--- src/rtl/mole_popup_ctrl.sv ---
// Whack-a-hole mole controller: picks a hole from an LFSR, lights it and judges the player's debounced press.
// Optional hit counter on the score output is built when SCORE_CNT_EN is defined.
module mole_popup_ctrl #(
    parameter int          TICK_DIV   = 5_000_000,
    parameter int          GAP_TICKS  = 5,
    parameter int          UP_TICKS   = 10,
    parameter int          SHOW_TICKS = 5,
    parameter logic [7:0]  LFSR_SEED  = 8'hA5
) (
    input  logic       clk,
    input  logic       clr,
    input  logic       start,
    input  logic [1:0] button_d,
    output logic [1:0] led,
    output logic       led_hit,
    output logic       led_miss,
    output logic       busy,
    output logic [7:0] score
);

    localparam logic [1:0] IDLE   = 2'd0;
    localparam logic [1:0] GAP    = 2'd1;
    localparam logic [1:0] UP     = 2'd2;
    localparam logic [1:0] RESULT = 2'd3;

    localparam int PW   = $clog2(TICK_DIV);
    localparam int TMAX = (GAP_TICKS > UP_TICKS)
                          ? ((GAP_TICKS > SHOW_TICKS) ? GAP_TICKS : SHOW_TICKS)
                          : ((UP_TICKS > SHOW_TICKS) ? UP_TICKS : SHOW_TICKS);
    localparam int TW   = (TMAX > 1) ? $clog2(TMAX) : 1;

    logic [PW-1:0] pre;
    logic          tick;
    logic [1:0]    btn_q;
    logic [1:0]    press;
    logic [7:0]    lfsr;
    logic [1:0]    state;
    logic [TW-1:0] tcnt;
    logic          hole;
    logic [1:0]    mole;
    logic          gap_done;
    logic          up_expired;
    logic          show_done;
    logic          up_hit;
    logic          up_miss;

    assign tick       = (pre == PW'(TICK_DIV - 1));
    assign press      = button_d & ~btn_q;
    assign mole       = hole ? 2'b10 : 2'b01;
    assign gap_done   = tick && (tcnt == TW'(GAP_TICKS - 1));
    assign up_expired = tick && (tcnt == TW'(UP_TICKS - 1));
    assign show_done  = tick && (tcnt == TW'(SHOW_TICKS - 1));
    // A press on the wrong hole (or both at once) always beats a hit or a timeout.
    assign up_miss    = (press == 2'b11) || ((press & ~mole) != 2'b00);
    assign up_hit     = (press == mole);

    always_ff @(posedge clk or negedge clr) begin
        if (!clr) begin
            pre   <= '0;
            btn_q <= 2'b00;
            lfsr  <= LFSR_SEED;
        end else begin
            pre   <= tick ? '0 : pre + PW'(1);
            btn_q <= button_d;
            lfsr  <= {lfsr[6:0], lfsr[7] ^ lfsr[5] ^ lfsr[4] ^ lfsr[3]};
        end
    end

    always_ff @(posedge clk or negedge clr) begin
        if (!clr) begin
            state    <= IDLE;
            tcnt     <= '0;
            hole     <= 1'b0;
            led      <= 2'b00;
            led_hit  <= 1'b0;
            led_miss <= 1'b0;
            busy     <= 1'b0;
        end else begin
            case (state)
                IDLE: begin
                    tcnt <= '0;
                    if (start) begin
                        state <= GAP;
                        busy  <= 1'b1;
                    end
                end
                GAP: begin
                    if (gap_done) begin
                        state <= UP;
                        tcnt  <= '0;
                        hole  <= lfsr[0];
                        led   <= lfsr[0] ? 2'b10 : 2'b01;
                    end else if (tick) begin
                        tcnt <= tcnt + TW'(1);
                    end
                end
                UP: begin
                    if (up_miss || (!up_hit && up_expired)) begin
                        state    <= RESULT;
                        tcnt     <= '0;
                        led      <= 2'b00;
                        led_miss <= 1'b1;
                    end else if (up_hit) begin
                        state   <= RESULT;
                        tcnt    <= '0;
                        led     <= 2'b00;
                        led_hit <= 1'b1;
                    end else if (tick) begin
                        tcnt <= tcnt + TW'(1);
                    end
                end
                RESULT: begin
                    if (show_done) begin
                        tcnt     <= '0;
                        led_hit  <= 1'b0;
                        led_miss <= 1'b0;
                        state    <= start ? GAP : IDLE;
                        busy     <= start;
                    end else if (tick) begin
                        tcnt <= tcnt + TW'(1);
                    end
                end
                default: begin
                    state <= IDLE;
                    busy  <= 1'b0;
                end
            endcase
        end
    end

`ifdef SCORE_CNT_EN
    always_ff @(posedge clk or negedge clr) begin
        if (!clr) begin
            score <= 8'd0;
        end else if (state == IDLE && start) begin
            score <= 8'd0;
        end else if (state == UP && up_hit && score != 8'hFF) begin
            score <= score + 8'd1;
        end
    end
`else
    assign score = 8'd0;
`endif

endmodule
--- config.mk ---
export PLATFORM = sky130hd
export DESIGN_NAME = mole_popup_ctrl
export DESIGN_NICKNAME = d
export VERILOG_FILES = /design/src/rtl/mole_popup_ctrl.sv
export SDC_FILE = /design/constraint.sdc
export NUM_CORES = 1
export LEC_CHECK = 0
export ABC_AREA = 1
export CORE_UTILIZATION = 30
export CTS_BUF_LIST = sky130_fd_sc_hd__clkbuf_4 sky130_fd_sc_hd__clkbuf_8
export DETAILED_ROUTE_END_ITERATION = 8
export GPL_TIMING_DRIVEN = 0
export REMOVE_ABC_BUFFERS = 1
export SYNTH_ARGS = -nofsm -noshare
export SYNTH_HDL_FRONTEND = slang
export SYNTH_SLANG_ARGS = --single-unit
--- constraint.sdc ---
create_clock -name clk -period 4 [get_ports clk]
set_clock_uncertainty 0.15 [all_clocks]
set_input_delay 0.8 -clock clk [delete_from_list [all_inputs] [get_ports clk]]
set_output_delay 0.8 -clock clk [all_outputs]
set_load 0.01 [all_outputs]
After elaboration in Yosys (flattened, before gate mapping):

Index checks and enable logic that the tools add are counted.

* output and inout bits: 13
* register bits after elaboration: 45
* input bits: 5
* logic and storage cells: 80

* bitwise operators: 7
* add/sub/neg operators: 2
* eq/ne operators: 15
* reduce and logical (&&, ||, !) cells: 18
* muxes and demuxes: 28

Operator list (number)
* $add A23 B1 Y23 const B: 1
* $eq A23 B23 Y1 const B: 1
* $mux W23: 1
* $mux W2: 10
* $mux W4: 4
* $ne A2 B2 Y1 const B: 6
* $pmux W4 S3: 1
* $reduce_and A3 Y1: 3
* $pmux W2 S4: 1
* $reduce_and A4 Y1: 2
* $reduce_bool A2 Y1: 4
* $mux W1: 7
* $eq A2 B2 Y1 const B: 3
* $pmux W1 S2: 3
* $add A4 B1 Y4 const B: 1
* $and A2 B2 Y2: 2
* $eq A4 B3 Y1 const B: 1
* $eq A4 B4 Y1 const B: 1
* $not A2 Y2: 2
* $pmux W2 S2: 1
* $logic_and A1 B1 Y1: 3
* $ne A3 B3 Y1 const B: 1
* $xor A1 B1 Y1: 3
* $eq A2 B1 Y1 const B: 1
* other kinds (6): 7

Depth between registers and ports, before layout:

* word-level depth: 8
* gate-level depth with buffers: 10
* mapped depth without buffers: 10

Worst setup path before layout:

Ideal clock, no wire load.

* kind: input-to-reg
* start: input port button_d[1]
* end: register state[0]
* stages: 8
* required time: 3.729 ns
* slack: 2.225 ns
* buffers on the path: 0
* setup time: 0.121 ns
* arrival time: 1.504 ns
* path through: nand2_1 > nand2_1 > nor2_1 > nand4_4 > nand3_4 > nand2_1 > o21bai_1 > nand2_1

* longest elaborated chain between the ends: 7
* elaborated cells on any way between the ends: 13
* those cells by class: 3 x eq/ne; 2 x mux; 2 x bitwise; 6 x reduce/logical

RTL lines
* start: declaration: line 13 `input logic [1:0] button_d,`
* $and A2 B2 Y2 (*): line 48 `assign press = button_d & ~btn_q;`
* $and A2 B2 Y2 or $eq A2 B2 Y1 (tied branches): line 54, 55
* $reduce_bool A2 Y1 or $logic_not A1 Y1 (tied branches): line 54, 98
* $logic_or A1 B1 Y1 or $logic_and A1 B1 Y1 (tied branches): line 54, 98
* $logic_or A1 B1 Y1: line 98 `if (up_miss || (!up_hit && up_expired)) begin`
* $ne A3 B3 Y1 (no source line) or $mux W2 (tied branches)
* $reduce_and A4 Y1 (no source line) or $pmux W2 S4 (tied branches)
* end signal: assignment: line 117 `state <= start ? GAP : IDLE;`
* end: declaration: line 37 `logic [1:0] state;`

Mark *: on every way between the ends. The rest lies on a longest branch, timed or not.
A chain may end at the register's enable or synchronous reset.

Worst setup path after layout:

* start: register led_hit
* end: output port led_hit

RTL lines
* start: declaration: line 15 `output logic led_hit,`
* start signal: assignment: line 75 `led_hit <= 1'b0;`
* start signal: assignment: line 107 `led_hit <= 1'b1;`
* start signal: assignment: line 115 `led_hit <= 1'b0;`

No word-level cell between the ends.

==> run summary <==
At the end of the flow, the number of nets in the layout was 329. The share of layout cells above drive strength 1 came out at 15.2%. The antenna diode count is 0. The number of flops mapped to enable cells by yosys came out at 0. The count of cell instances traversed by the critical path is 1. The number of distinct library cells after synthesis is 36.

After floorplanning, the core was sized to cover 0.00830 mm2. STA classifies the critical path startpoint as a register. The maximum net fanout on the critical path is 2. The clock buffer count from CTS came out at 5. The critical path goes through clkdlybuf4s50_1. The number of instances in the synthesized netlist came out at 299. For this run, the register share of the synthesized area comes to 43.3%. The logic gate share of total power is 3.0%. The total of hold buffers inserted after clock tree synthesis came out at 0. The slowest stage of the critical path belongs to the cell sky130_fd_sc_hd__clkdlybuf4s50_1. The switching power is 0.180 mW. The portion of the clock cycle consumed by the worst path in the final layout is 53.6%.

The floorplan has 33 rows. The min-delay analysis places its worst path in the category register to register. The final max-slew violation count came out at 0. The post-route worst setup slack came out at 1.86 ns.

The clock network fraction of design power is 37.4%. The peak clock frequency supported by timing came out at 0.467 GHz. The first-pass GRT wire length came out at 8.63 mm. The total wire length after detailed routing is 4.78 mm. The share of synthesized flip-flops with an asynchronous set or reset came out at 100%. The number of antenna violations at the first check in global routing came to 0. The overall global routing resource usage is 12.0%. Dividing total power by cell area gives a power density of 263 mW/mm2.

Measured in cells, the most critical reg-to-reg path has a length of 8. The flow ran to the end, and the final reports show no timing, DRC or antenna violations. The fraction of power consumed by sequential logic is 59.6%. The estimated wirelength of the detail-placed design came out at 3.73 mm. The remaining global-route overflow came out at 0.

The Yosys step of the flow raised 0 warnings. The number of buffers added on ports came out at 9. Setup repair after global routing left no endpoint under its margin.

The filler-free cell count of the finished design came out at 421. The library cell used as clock root buffer is sky130_fd_sc_hd__clkbuf_8. The area of the die is 0.00908 mm2.

The number of violations reported at the end of detailed-routing iteration 0 came out at 91. In this run the horizontal extent of the chip is 95.3 um. The most used flip-flop cell after synthesis is sky130_fd_sc_hd__dfrtp_1. The count of pins on the block boundary is 18.

In this run the cell area of the synthesized design comes to 0.00261 mm2. The ratio of routed vias to standard cells came out at 4.54. The setup TNS after final layout came out at 0 ns. Once detail routing completed, the nets flagged for antenna violations numbered 0. Summed over all cells, the static leakage comes to 1.40 nW. The post-cts repair resize count is 0. The critical path start-end classification is register to output port. In this run, synthesis produced a sequential element count of 45.

The clock slew seen by the registers of the worst setup and hold paths is 0.09 ns. The die outline height is 95.3 um. The largest buffer count on any clock path is 2. Dividing the detail-routed wire length by the instance count gives 11.4 um. In this design, the largest share of critical-path delay is due to buffers and inverters. The shortest clock period the worst path allows after layout is 2.14 ns. The minimum setup slack after placement came out at 1.60 ns. The via count of the first global-routing pass came out at 1928. The synthesized area divided by synthesized cell count came out at 8.73 um2. The total vias in the final route came out at 1911.

Counting instances, the worst hold path has a depth of 0. The max-capacitance violation count is 0. Net switching is 23.5% of the power. Once the floorplan was initialized, standard cells occupied 31.4% of the core. The number of buffer and inverter instances along the worst setup path is 1. The final count of negative-setup-slack endpoints came out at 0. At the end of routability-driven placement, the weighted congestion stood at 0.823. The total number of clock tree sinks is 45. In the routed design, unresolved DRC markers number 0. TritonCTS built the clock tree. The internal power of the cells totals 0.585 mW. At the worst endpoint, the arrival time is 1.19 ns.

The largest voltage drop on the vdd net is 0.117 mV. The signed area change from the synthesized netlist to the final layout is 11.3%. Entering global routing, the biggest net connects 30 pins. The critical path's largest stage delay is 0.54 ns. STA classifies the critical path endpoint as an output port.

The depth of the CTS H-tree came out at 2. The number of hold violations in the final report came to 0. For this run, the detailed router's first-pass iteration total came to 4. The final-layout worst hold slack came out at 0.212 ns. The number of buffers inserted by post-CTS setup repair is 0. STA puts the critical path data required time at 3.05 ns. The insertion delay of the later-clocked pin in the worst-skew pair is 0.30 ns. The count of placed standard cells including taps is 413.
-- final timing paths --
| check | from | to | slack [ns] |
|---|---|---|---|
| worst min register to register | lfsr[1] | lfsr[2] | 0.21 |
| worst max-delay path | led_hit | led_hit | 1.86 |
| min in group asynchronous | clr | pre[10] | 0.27 |
| worst min-delay path | lfsr[1] | lfsr[2] | 0.21 |
| max in group asynchronous | clr | lfsr[0] | 2.86 |
| worst max register to register | tcnt[0] | state[1] | 2.09 |
-- cell usage in the layout, fill, tap and decap left out, types with 6 or more instances in the layout --
cell type	synthesis	layout
sky130_fd_sc_hd__inv_1	47	47
sky130_fd_sc_hd__clkdlybuf4s50_1	0	8
sky130_fd_sc_hd__ha_1	9	9
sky130_fd_sc_hd__nand3_1	25	25
sky130_fd_sc_hd__dfrtp_1	41	41
sky130_fd_sc_hd__xor2_1	12	12
sky130_fd_sc_hd__nand2_1	44	44
sky130_fd_sc_hd__nor2_1	30	30
sky130_fd_sc_hd__o21ai_1	6	6
sky130_fd_sc_hd__conb_1	1	8
sky130_fd_sc_hd__nand4_1	10	10
-- stage by stage --
step	cell area [um2]	total power, mW	util, %
final	2900	0.764	35.0
after global routing	2900	0.801	35.0
after CTS	2900	0.779	35.0
after detailed placement	2810	0.488	33.9
after global placement	2800	0.486	33.7
after floorplan	2580	0.472	-
-- sequential cells by signal, summed over array words and instances (netlist names) --
signal    count
led           2
state         2
led_hit       1
hole          1
busy          1
tcnt          4
pre          23
led_miss      1
btn_q         2
lfsr          8
-- power groups by stage --
stage / Combinational (mW) / Sequential, mW / Clock, mW
6_report: 0.0228 / 0.456 / 0.286
5_1_grt: 0.0271 / 0.456 / 0.317
4_1_cts: 0.0236 / 0.456 / 0.299
3_5_place_dp: 0.0236 / 0.465 / 0
3_3_place_gp: 0.0216 / 0.465 / 0
2_1_floorplan: 0.00685 / 0.465 / 0
-- cells in the mapped netlist, types with 2 or more instances --
library cell               count  share of area (%)
sky130_fd_sc_hd__a21oi_1       4               0.77
sky130_fd_sc_hd__buf_4         8                2.3
sky130_fd_sc_hd__dfrtp_1      41                 39
sky130_fd_sc_hd__dfstp_2       4                4.0
sky130_fd_sc_hd__ha_1          9                4.3
sky130_fd_sc_hd__inv_1        47                6.8
sky130_fd_sc_hd__inv_2         3               0.43
sky130_fd_sc_hd__nand2_1      44                6.3
sky130_fd_sc_hd__nand2_2       5                1.2
sky130_fd_sc_hd__nand2_4       4                1.7
sky130_fd_sc_hd__nand3_1      25                4.8
sky130_fd_sc_hd__nand3_2       3                1.2
sky130_fd_sc_hd__nand3_4       3                2.0
sky130_fd_sc_hd__nand4_1      10                2.4
sky130_fd_sc_hd__nand4_4       2                1.6
sky130_fd_sc_hd__nor2_1       30                4.3
sky130_fd_sc_hd__nor2_2        4               0.96
sky130_fd_sc_hd__nor2_4        5                2.2
sky130_fd_sc_hd__nor3_1        4               0.77
sky130_fd_sc_hd__o211a_1       2               0.77
sky130_fd_sc_hd__o21ai_0       5               0.96
sky130_fd_sc_hd__o21ai_1       6                1.2
sky130_fd_sc_hd__o21bai_1      3               0.86
sky130_fd_sc_hd__or2_2         2               0.48
sky130_fd_sc_hd__xnor2_1       4                1.3
sky130_fd_sc_hd__xor2_1       12                4.0
-- per-layer routing --
metal	up-vias	wire, um	global-route usage [%]
li1	963	-	-
met1	908	2350	16.0
met4	0	48	2.53
met3	6	160	2.71
met5	-	0	0
met2	34	2220	19.8
-- cells by family after synthesis --
logic type                 Yosys count  synth area share (%)
and+or+nand+nor                    146                  31.4
xor gates and xnor gates            16                  5.37
adders and majority gates            9                  4.31
AOI/OAI and AO/OA                   23                  5.56
other                                1                 0.144
buffers and inverters               59                  9.83
DFF                                 45                  43.3
-- area by class of cell --
| cell class | instances | area [um2] |
|---|---|---|
| fill | 860 | 5400 |
| tap | 105 | 131 |
| multi-input combinational | 202 | 1250 |
| clock buffer | 5 | 68.8 |
| inverter | 51 | 196 |
| sequential | 45 | 1130 |
| timing repair buffer | 10 | 105 |
| clock inverter | 3 | 22.5 |
Power figures use the tool's default switching activity.
